## src/rtl/shift_sub_divider.sv

```systemverilog
// Unsigned restoring divider: one shift/subtract pair per quotient bit, Done after 2*WIDTH+1 edges (1 edge for divide-by-zero).
// No backpressure: Run is a level start, operands are sampled once, and DONE holds until Run drops.
module shift_sub_divider #(
    parameter int WIDTH = 8
) (
    input  logic             Clk,
    input  logic             Reset,
    input  logic             Run,
    input  logic [WIDTH-1:0] Dividend,
    input  logic [WIDTH-1:0] Divisor,
    output logic [WIDTH-1:0] Quotient,
    output logic [WIDTH-1:0] Remainder,
    output logic             Done,
    output logic             Busy,
    output logic             DivZero
);

    localparam int CW = $clog2(WIDTH + 1);

    typedef enum logic [1:0] {
        IDLE  = 2'd0,
        SHIFT = 2'd1,
        SUB   = 2'd2,
        DONE  = 2'd3
    } state_t;

    state_t state, state_nxt;

    // r is one bit wider than the operands so the shifted partial remainder never overflows
    logic [WIDTH:0]   r;
    logic [WIDTH-1:0] q;
    logic [WIDTH-1:0] d;
    logic [CW-1:0]    count;

    logic             sub_ok;
    logic [WIDTH:0]   r_sub;
    logic [WIDTH-1:0] q_sub;

    assign sub_ok = (r >= {1'b0, d});
    assign r_sub  = sub_ok ? (r - {1'b0, d}) : r;
    assign q_sub  = {q[WIDTH-1:1], sub_ok};

    always_ff @(posedge Clk or negedge Reset) begin
        if (!Reset) begin
            state <= IDLE;
        end else begin
            state <= state_nxt;
        end
    end

    always_comb begin
        state_nxt = state;
        Done      = 1'b0;
        Busy      = 1'b0;
        case (state)
            IDLE: begin
                if (Run) begin
                    state_nxt = (Divisor == '0) ? DONE : SHIFT;
                end
            end
            SHIFT: begin
                Busy      = 1'b1;
                state_nxt = SUB;
            end
            SUB: begin
                Busy      = 1'b1;
                state_nxt = (count == CW'(1)) ? DONE : SHIFT;
            end
            DONE: begin
                Done = 1'b1;
                if (!Run) begin
                    state_nxt = IDLE;
                end
            end
            default: state_nxt = IDLE;
        endcase
    end

    always_ff @(posedge Clk or negedge Reset) begin
        if (!Reset) begin
            r         <= '0;
            q         <= '0;
            d         <= '0;
            count     <= '0;
            Quotient  <= '0;
            Remainder <= '0;
            DivZero   <= 1'b0;
        end else begin
            case (state)
                IDLE: begin
                    if (Run) begin
                        d       <= Divisor;
                        q       <= Dividend;
                        r       <= '0;
                        count   <= CW'(WIDTH);
                        DivZero <= 1'b0;
                        if (Divisor == '0) begin
                            Quotient  <= '1;
                            Remainder <= Dividend;
                            DivZero   <= 1'b1;
                        end
                    end
                end
                SHIFT: begin
                    r <= {r[WIDTH-1:0], q[WIDTH-1]};
                    q <= {q[WIDTH-2:0], 1'b0};
                end
                SUB: begin
                    r     <= r_sub;
                    q     <= q_sub;
                    count <= count - CW'(1);
                    if (count == CW'(1)) begin
                        Quotient  <= q_sub;
                        Remainder <= r_sub[WIDTH-1:0];
                    end
                end
                default: ;
            endcase
        end
    end

endmodule
```

## config.mk

```make
export PLATFORM = sky130hd
export DESIGN_NAME = shift_sub_divider
export DESIGN_NICKNAME = d
export VERILOG_FILES = /design/src/rtl/shift_sub_divider.sv
export SDC_FILE = /design/constraint.sdc
export NUM_CORES = 1
export LEC_CHECK = 0
export BUFFER_PORTS_ARGS = -buffer_cell sky130_fd_sc_hd__buf_4
export CAP_MARGIN = 0
export CORE_ASPECT_RATIO = 1.25
export CORE_MARGIN = 2
export CORE_UTILIZATION = 58
export DETAILED_ROUTE_END_ITERATION = 6
export MAX_ROUTING_LAYER = met4
export PLACE_DENSITY = 0.79
export SLEW_MARGIN = 20
export SYNTH_ARGS = -nofsm -noshare
export SYNTH_HDL_FRONTEND = slang
export SYNTH_SLANG_ARGS = --single-unit
export TNS_END_PERCENT = 1
```

## constraint.sdc

```tcl
create_clock -name Clk -period 2.7 [get_ports Clk]
set_clock_uncertainty 0.2 [all_clocks]
set_input_delay 0.135 -clock Clk [delete_from_list [all_inputs] [get_ports Clk]]
set_output_delay 0.135 -clock Clk [all_outputs]
set_load 0.02 [all_outputs]
```

== Word level (Yosys, flattened, before mapping) ==
Cells that the tools add are included.

* Register bits after elaboration: 48
* Input port bits: 19
* Output and inout port bits: 19

* Add/subtract/negate cells: 2
* Order comparisons: 1
* Eq/ne operators: 9
* Muxes and demuxes: 23
* Bitwise logic cells: 1
* Reductions and logical operators: 13

{| class="wikitable"
|+ Operators with widths
! cell !! number
|-
| $mux 8 || 7
|-
| $pmux 8 s2 || 2
|-
| $pmux 9 s3 || 1
|-
| $pmux 8 s3 || 1
|-
| $mux 9 || 2
|-
| $ne 2x2->1 const B || 5
|-
| $ge 9x8->1 || 1
|-
| $sub 9x8->9 || 1
|-
| $logic_not 8->1 || 1
|-
| $mux 2 || 4
|-
| $pmux 2 s4 || 1
|-
| $pmux 4 s2 || 1
|-
| $reduce_and 2->1 || 4
|-
| $reduce_and 3->1 || 2
|-
| $eq 2x2->1 const B || 2
|-
| $eq 4x1->1 const B || 1
|-
| $mux 4 || 1
|-
| $reduce_and 4->1 || 1
|-
| $reduce_bool 2->1 || 2
|-
| $sub 4x1->4 const B || 1
|-
| $mux 1 || 3
|-
| $reduce_bool 3->1 || 1
|-
| $eq 2x1->1 const B || 1
|-
| $logic_not 2->1 || 1
|-
| other kinds (2) || 2
|}

== Logic depth before layout (Yosys ltp) ==
* Depth in word-level cells: 4
* Gate-level depth with buffers: 11
* Depth with buffers taken out: 10

== Worst setup path before layout ==
No wires, ideal clock.

* Kind: flip-flop to flip-flop
* Start: register r[7]
* End: register r[7]
* Data arrival time: 2.082 ns
* Slack: 0.297 ns
* Stages on the path, launching flop included: 10
* Period minus slack after synthesis: 2.403 ns
* Cells stage by stage: dfrtp_1 > ha_1 > a211oi_1 > o211ai_1 > a21oi_1 > buf_2 > clkbuf_1 > nor2_1 > a22oi_1 > nand2_1

* Longest elaborated chain between the ends: 3
* Elaborated cells between the ends (all ways): 4
* Classes of those cells: add/sub (1); order compare (1); mux (2)

{| class="wikitable"
|+ Ends and longest elaborated chain
! what !! line !! RTL
|-
| from (decl) || 30 || <nowiki>logic [WIDTH:0] r;</nowiki>
|-
| from (signal assigned) || 105 || <nowiki>r <= {r[WIDTH-1:0], q[WIDTH-1]};</nowiki>
|-
| from (signal assigned) || 109 || <nowiki>r <= r_sub;</nowiki>
|-
| $sub 9x8->9 or $ge 9x8->1 (tied branches) || 40, 39 ||
|-
| $mux 9 * || 40 || <nowiki>assign r_sub = sub_ok ? (r - {1'b0, d}) : r;</nowiki>
|-
| $pmux 9 s3 * || 89 || <nowiki>case (state)</nowiki>
|}

Mark *: on every way between the ends. The rest lies on a longest branch, timed or not. The select of a mux whose other input is x is not followed.
A chain may end at the register's enable or synchronous reset.

== Worst setup path after layout ==
* Start: input Divisor[1]
* End: register Remainder[0]

* Longest elaborated chain between the ends: 3

{| class="wikitable"
|+ Ends and longest elaborated chain
! what !! line !! RTL
|-
| from (decl) || 10 || <nowiki>input logic [WIDTH-1:0] Divisor,</nowiki>
|-
| $logic_not 8->1 || 97 || <nowiki>if (Divisor == '0) begin</nowiki>
|-
| $ne 2x2->1 (no line) || n/a ||
|-
| $reduce_and 4->1 (no line) || n/a ||
|-
| to (signal assigned) || 99 || <nowiki>Remainder <= Dividend;</nowiki>
|-
| to (signal assigned) || 114 || <nowiki>Remainder <= r_sub[WIDTH-1:0];</nowiki>
|-
| to (decl) || 12 || <nowiki>output logic [WIDTH-1:0] Remainder,</nowiki>
|}

No other way between the ends.

==> impl_metrics.toml <==
[run_status]
status = "finished clean"

[synth]
synth_seq_area_share_pct = 41.87
synthArstFlopShare_pct = 100.0
synth_cell_type_count = 42
synth_area_sq_mm = 0.002869
synth_nets = 354
synth_ff_type = "dfrtp_1"
ys_ff_latch = 48
syn_avg_cell_area_sq_um = 8.966
synth_top_cell_by_area = "dfrtp_1"
synth_edf_count = 0
synth_top_area_share_pct = 41.87
syn_inst = 320
yosys-top-cells-area = "dfrtp_1 (42%), a21oi_1 (6.3%), ha_1 (6.1%)"
yosys_warnings = 0

[flow_run]
max_cap_violations = 0

[floorplanning]
core-area_sq_mm = 0.004765
die_x_um = 66.91
num_rows = 28
die_area_sq_mm = 0.005529
die_height_um = 82.64
io_pins = 38
start_util_pct = 60.22

[cells_and_area]
drive_gt1_share_pct = 19.57
antenna_cells = 0
area_growth_pct = 20.85
stdcell_count = 428
nets = 401

[cts]
clk_pin_slew_ns = 0.09
numCtsBuffers = 5
clock-root-buffer = "clkbuf_8"
clkLatencyLatePin_ns = 0.30
clock_path_buffers = 2
cts-htree-levels = 2
clock_sinks = 48
tritoncts = "yes"

[pwr]
powerDensity_mw_per_mm2 = 1355
p_leak_nw = 1.602
max-vdd-ir-drop_uv = 720.6
total_power_mw = 4.696

[detailed_routing]
drtIter0Drc = 249
via_count = 2427
wire_per_inst_um = 14.40
drtPass1Iterations = 5
wirelength_mm = 6.162
final_antenna_net_count = 0
via_per_inst = 5.671
drc_errors = 0

[placement]
place_ws_ns = 0.1661
dp_cells = 407
hpwl_mm = 4.418
io_buffers = 37
routabilityCongestion = 0.9246

[global_route]
grt_pass1_vias = 2286
grt_overflow_total = 0
grt_pass1_wl_mm = 10.18
antenna_found_initial = 0
grt_max_degree = 49
gr-usage-all-layers_pct = 24.85

[setup_path]
crit_chain = "dlygate4sd3_1, buf_4, or4_1, nor2_2, nand2_2, a211oi_4, buf_4, mux2_2"
worst_path_most_repeated_cell = "buf_4"
worst_path_largest_cell_delay_ns = 0.56
path_buf_inv = 3
arrival_ns = 2.60
startpoint_type = "input port"
required_ns = 2.69
end_kind = "register"
crit_type = "in -> reg"
cp_max_fo = 28
crit_path_top_delay_cell = "or4_1"
critical_path.top_delay_family = "buffers and inverters"

[timing]
period_minus_slack_ns = 2.607
rsz0062_at_grt = "no"
finalHoldViolCount = 0
slew_violations = 0
whs_ns = 0.01335
finalCritPeriodShare_pct = 96.55
setup_tns_ns = 0
slew_headroom_pct = 59.84
worst_pin_slew_ns = 0.6024
setup_ws_ns = 0.09312
final-setup-viol-count = 0
fmax_mhz = 383.6

[worst_hold_path]
min_path_type = "in -> reg"
[cells by family after synthesis]
kind of cell | after synthesis | share of synthesized area, %
adder cells (fa/ha/maj) | 15 | 6.803
AND/OR/NAND/NOR | 97 | 15.70
buffers and inverters | 42 | 5.887
flip-flops | 48 | 41.87
AO/OA/AOI/OAI | 89 | 19.28
XOR/XNOR | 7 | 2.137
multiplexers | 22 | 8.330
[worst register-to-register path: cells and delay by family (launching register included)]
family | cells | cell delay, ns
AO/OA/AOI/OAI | 5 | 0.89
XOR/XNOR | 1 | 0.21
adder cells (fa/ha/maj) | 2 | 0.60
buffers and inverters | 2 | 0.16
flip-flops | 1 | 0.39
[sequential cells by signal (all words and copies together), names as in the netlist]
register   count
DivZero        1
Quotient       8
Remainder      8
count          4
d              8
q              8
r              9
state          2
[final cells by class]
type	count	area (sq um)
Multi-Input combinational cell	230	1503
Fill cell	380	1297
Sequential cell	48	1201
Timing Repair Buffer	57	473.0
Inverter	25	93.84
Clock buffer	6	82.58
Tap cell	60	75.07
Clock inverter	2	38.79
[per-stage QoR]
| step | util [%] | instance area, sq um |
|---|---|---|
| after floorplan | - | 2869 |
| after global placement | 67.41 | 3212 |
| after detailed placement | 67.41 | 3212 |
| after CTS | 72.69 | 3463 |
| after global routing | 72.77 | 3467 |
| final | 72.77 | 3467 |
[power breakdown]
part / switching [mW] / leakage, nW / internal (mW) / total (mW)
clock: 0.249 / 0.0614 / 0.303 / 0.552
combinational: 1.65 / 0.977 / 1.23 / 2.88
sequential: 0.231 / 0.564 / 1.03 / 1.27
[cells in the final DEF (no fill, tap or decap), types with 9 or more instances in the layout]
master / netlist / routed
a31oi_1: 9 / 9
dfrtp_1: 48 / 48
mux2_2: 15 / 15
nor2b_1: 12 / 12
ha_1: 14 / 14
nand2_1: 21 / 21
nand3_1: 12 / 12
dlygate4sd3_1: 0 / 13
buf_4: 0 / 43
inv_1: 25 / 25
a21oi_1: 36 / 35
nor2_1: 36 / 36
o21ai_0: 14 / 14
[cells in the mapped netlist, drive strengths merged, types with 3 or more instances]
| cell | instances |
|---|---|
| mux2 | 15 |
| a21oi | 36 |
| inv | 25 |
| xnor2 | 4 |
| o22ai | 3 |
| nor2b | 12 |
| clkbuf | 13 |
| dfrtp | 48 |
| buf | 4 |
| xor2 | 3 |
| o221ai | 3 |
| a211oi | 6 |
| ha | 14 |
| nand2b | 7 |
| o21ai | 14 |
| nand3 | 12 |
| a31oi | 9 |
| nand2 | 22 |
| mux2i | 7 |
| nor2 | 37 |
| a21o | 3 |
[worst paths after layout]
check | start | end | slack, ns | depth (start not counted)
setup / recovery | Divisor[1] | Remainder[0] | 0.09 | 8
min in group asynchronous | Reset | count[1] | 0.19 | 2
max in group asynchronous | Reset | d[4] | 1.71 | 2
hold reg to reg | q[0] | q[0] | 0.31 | 1
setup reg to reg | r[0] | Remainder[6] | 0.14 | 10
hold / removal | Dividend[7] | Remainder[7] | 0.01 | 4
[routing by layer]
metal	global-route usage, %	wire, um	vias up
met2	41.30	3109	66
met1	31.67	2749	1151
met3	3.930	231	6
met4	6.939	71	0
li1	-	-	1204
met5	-	0	-
[what timing repair did]
item | in CTS | in global routing
hold buffers | 13 | 0
endpoints found under the setup margin | 0 | 1
hold endpoints to repair | 60 | 0
resized for setup | 0 | 1
setup buffers | 0 | 0
No activity file was read; power rests on OpenSTA's default activity.
